### src/rtl/tdc_pkg.sv
// Shared definitions for the dtc/tdc time-domain pair; both sides must agree on operand width.
package tdc_pkg;

    typedef enum logic [1:0] {
        ST_IDLE  = 2'd0,
        ST_PULSE = 2'd1,
        ST_GAP   = 2'd2
    } state_e;

    localparam int DEF_WIDTH = 4;
    localparam int DEF_GAP   = 1;

    function automatic int cnt_width(input int width);
        return (width > 4) ? width : 4;
    endfunction

endpackage

### src/rtl/dtc.sv
// Digital-to-time converter: one operand -> one out pulse of that many cycles, then GAP low cycles.
// Latency: out rises on the accept edge, done strobes D+GAP edges later; in_ready low while busy, nothing queued.
module dtc
    import tdc_pkg::*;
#(
    parameter int WIDTH = DEF_WIDTH,
    parameter int GAP   = DEF_GAP
) (
    input  logic             clk,
    input  logic             rst,
    input  logic             in_valid,
    output logic             in_ready,
    input  logic [WIDTH-1:0] in_data,
    output logic             out,
    output logic             busy,
    output logic             done
);

    localparam int CW = cnt_width(WIDTH);
    localparam logic [CW-1:0] GAP_LD = CW'(GAP - 1);

    state_e        state_q, state_d;
    logic [CW-1:0] cnt_q, cnt_d;
    logic          out_q, out_d;
    logic          busy_q, busy_d;
    logic          done_q, done_d;
    logic          accept;

    assign in_ready = (state_q == ST_IDLE);
    assign accept   = in_valid && in_ready;

    always_ff @(posedge clk or negedge rst) begin
        if (!rst) begin
            state_q <= ST_IDLE;
            cnt_q   <= '0;
            out_q   <= 1'b0;
            busy_q  <= 1'b0;
            done_q  <= 1'b0;
        end else begin
            state_q <= state_d;
            cnt_q   <= cnt_d;
            out_q   <= out_d;
            busy_q  <= busy_d;
            done_q  <= done_d;
        end
    end

    // cnt holds the number of cycles remaining after the current one in PULSE/GAP
    always_comb begin
        state_d = state_q;
        cnt_d   = cnt_q;
        unique case (state_q)
            ST_IDLE: begin
                if (accept) begin
                    if (in_data != '0) begin
                        state_d = ST_PULSE;
                        cnt_d   = CW'(in_data) - CW'(1);
                    end else begin
                        state_d = ST_GAP;
                        cnt_d   = GAP_LD;
                    end
                end
            end
            ST_PULSE: begin
                if (cnt_q != '0) begin
                    cnt_d = cnt_q - CW'(1);
                end else begin
                    state_d = ST_GAP;
                    cnt_d   = GAP_LD;
                end
            end
            ST_GAP: begin
                if (cnt_q != '0) begin
                    cnt_d = cnt_q - CW'(1);
                end else begin
                    state_d = ST_IDLE;
                end
            end
            default: begin
                state_d = ST_IDLE;
                cnt_d   = '0;
            end
        endcase
    end

    // Outputs are decoded from the next state so they register in step with it
    always_comb begin
        out_d  = (state_d == ST_PULSE);
        busy_d = (state_d != ST_IDLE);
        done_d = (state_q == ST_GAP) && (state_d == ST_IDLE);
    end

    assign out  = out_q;
    assign busy = busy_q;
    assign done = done_q;

endmodule

### config.mk
export PLATFORM = sky130hd
export DESIGN_NAME = dtc
export DESIGN_NICKNAME = d
export VERILOG_FILES = /design/src/rtl/tdc_pkg.sv /design/src/rtl/dtc.sv
export SDC_FILE = /design/constraint.sdc
export NUM_CORES = 1
export LEC_CHECK = 0
export BUFFER_PORTS_ARGS = -buffer_cell sky130_fd_sc_hd__buf_2
export CORE_AREA = 2 2 39 41
export CTS_CLUSTER_SIZE = 30
export DETAILED_ROUTE_END_ITERATION = 16
export DIE_AREA = 0 0 41 43
export PLACE_DENSITY = 0.67
export SLEW_MARGIN = 40
export SYNTH_ARGS = -nofsm -noshare
export SYNTH_HDL_FRONTEND = slang
export SYNTH_SLANG_ARGS = --single-unit
### constraint.sdc
create_clock -name clk -period 2.95 [get_ports clk]
set_input_delay 0.4425 -clock clk [delete_from_list [all_inputs] [get_ports clk]]
set_output_delay 0.4425 -clock clk [all_outputs]
set_load 0.03 [all_outputs]
==> flow_metrics.env <==
export IMPL_cp_max_fo=11
export IMPL_finish_utilization_pct=43.8
export IMPL_postSynth_asyncResetShare_pct=100
export IMPL_hold_ws_ns=0.0307
export IMPL_slew_headroom_pct=59.8
export IMPL_grt_ovfl_total=0
export IMPL_fin_crit_sh_pct=60.3
export IMPL_outcome="finished, final reports clean"
export IMPL_leakage_nw=0.264
export IMPL_drv_cap=0
export IMPL_finClkSkew_ns=0.00391
export IMPL_worstMarginPinSlew_ns=0.602
export IMPL_vias=487
export IMPL_numCtsBuffers=3
export IMPL_cts_repair_resized=0
export IMPL_yosys_top_cells_area="dfrtp_1 (43%), a21oi_1 (5.8%), nor2_1 (5.8%)"
export IMPL_cts_tree="built"
export IMPL_fin_cells=90
export IMPL_synth_top_family_by_area="simple AND/OR/NAND/NOR gates"
export IMPL_io_pins=11
export IMPL_syn_instance_count=62
export IMPL_grt_setup_unrepaired="no"
export IMPL_netlist_top_cells_count="dfrtp_1 (9), nor2_1 (8), a21oi_1 (6)"
export IMPL_grt_usage_pct=16.1
export IMPL_grt_pass1_wl_um=1890
export IMPL_grt_pass1_vias=457
export IMPL_synth_adder_area_share_pct=2.41
export IMPL_grt_start_max_net_pins=12
export IMPL_synthMuxAreaShare_pct=0
export IMPL_dr_pass1_iters=4
export IMPL_antenna_found_initial=0
export IMPL_ant_nets=0
export IMPL_powerDensity_mw_per_mm2=1100
export IMPL_ys_ff_latch=9
export IMPL_holdBufCountCts=0
export IMPL_slew_violations=0
export IMPL_wl_um=1080
export IMPL_ir_drop_mv=0.412
export IMPL_avgViaCountPerCell=5.41
export IMPL_drive_gt1_share_pct=17.6
export IMPL_critPathArrivalTime_ns=1.34
export IMPL_synth_most_common_cell="dfrtp_1"
export IMPL_hold_viol_final=0
export IMPL_synthFlopType="dfrtp_1"
export IMPL_drt_iter0_markers=7
export IMPL_row_count=14
export IMPL_initial_core_util_pct=37.5
export IMPL_synth_edff_count=0
export IMPL_h_tree_depth=1
export IMPL_nets=83
export IMPL_drt_wirelength_per_cell_um=11.9
export IMPL_fill_cells=142
export IMPL_ys_types=23
export IMPL_dp_cells=86
export IMPL_synthSimpleGateAreaFrac_pct=26.7
export IMPL_routabilityCongestion=0.772
export IMPL_power_mw=0.665
export IMPL_post_cts_buffers=0
export IMPL_core_area_sq_mm=0.00138
export IMPL_critical_path_endpoint_type="output pin"
export IMPL_fmax_ghz=0.562
export IMPL_yosysWarnings=0
export IMPL_area_growth_pct=16.6
export IMPL_setup_viol=0
export IMPL_worstSkewPairLatency_ns=0.25
export IMPL_cts_path_max_buffers=2
export IMPL_yosysTopAreaCell="dfrtp_1"
export IMPL_die_x_um=41
export IMPL_clkSinkCount=9
export IMPL_cts_root_buf="clkbuf_4"
export IMPL_avgSynthCellArea_sq_um=8.37
export IMPL_drc=0
export IMPL_final_setup_tns_ns=0
export IMPL_die_h_um=43
export IMPL_min_period_ns=1.78
export IMPL_synth_xor_xnor_area_share_pct=1.69
export IMPL_min_path_type="in -> async"
export IMPL_io_buffers=10
export IMPL_syn_area_sq_um=519
export IMPL_synth_compound_area_share_pct=21.0
export IMPL_yosysSeqAreaShare_pct=43.4
export IMPL_clk_pin_slew_ns=0.06
export IMPL_critPathRequiredTime_ns=2.51
export IMPL_netlist_area_leader_share_pct=43.4
export IMPL_critPathKind="reg -> out"
export IMPL_crit_path_start_kind="flip-flop"
export IMPL_n_antenna_cell=0
export IMPL_syn_nets=70
export IMPL_die_area_sq_mm=0.00176
==> layout by cell type (no fill, tap or decap), drive strengths merged <==
cell type	count
nand4bb	1
or4	1
a311o	1
dfrtp	9
a31oi	2
nand3	2
xnor2	1
buf	10
nor2	8
nor2b	1
nor3	5
a221oi	1
nand2	4
a21oi	6
inv	4
nor4	1
o31ai	2
clkbuf	4
o21ai	5
nand3b	1
nor3b	1
a211oi	1
nand2b	2
ha	1
==> worst paths after layout <==
path                                       from                    to  slack (ns)  depth (start not counted)
max                        state_q[1]$_DFF_PN0_              in_ready        1.17                          2
min                                         rst  cnt_q[3]$_DFFE_PN0P_        0.03                          1
max reg2reg                cnt_q[0]$_DFFE_PN0P_  state_q[0]$_DFF_PN0_        1.20                          6
min reg2reg                cnt_q[1]$_DFFE_PN0P_  cnt_q[1]$_DFFE_PN0P_        0.59                          2
max in group asynchronous                   rst  state_q[1]$_DFF_PN0_        2.74                          1
min in group clk                     in_data[3]  cnt_q[3]$_DFFE_PN0P_        0.49                          3
==> power breakdown <==
part	internal, mW	switching [mW]	total, mW
sequential	0.178	0.0639	0.242
clock	0.0520	0.0407	0.0926
combinational	0.131	0.199	0.330
==> state kept, by name (all words and copies together), names as in the netlist <==
signal   cells
state_q      2
done         1
busy         1
out          1
cnt_q        4
==> logic make-up after synthesis <==
group | Yosys count
buffers and inverters | 6
AO/OA/AOI/OAI | 18
XOR/XNOR | 1
AND/OR/NAND/NOR | 27
flip-flops | 9
adder cells (fa/ha/maj) | 1
==> layer usage <==
metal,global-route usage [%],vias up,share of wire [%]
met1,22.7,221,47
met2,21.6,13,46
met3,2.09,4,3.8
met5,0,-,0
met4,11.3,0,3.1
li1,-,249,-
==> worst max-delay path: stages, from the launching register on <==
cell	delay [ns]
dfrtp_1	0.50
nor2_1	0.32
buf_2	0.26
==> cell type report <==
class                   instances  area, sq um  share of cell area [%]
multi-input cells              47          269                    44.4
flip-flops and latches          9          225                    37.2
clock buffers                   4         26.3                    4.34
well taps                      16         20.0                    3.31
repair buffers                 10         50.0                    8.26
inverters                       4         15.0                    2.48
==> metrics by stage <==
step	setup WS (ns)	area (sq um)
global placement	1.26	579
global route	1.02	606
detailed placement	1.23	579
floorplan	1.45	519
finish	1.17	606
CTS	1.18	606
No activity file was read; power rests on OpenSTA's default activity.
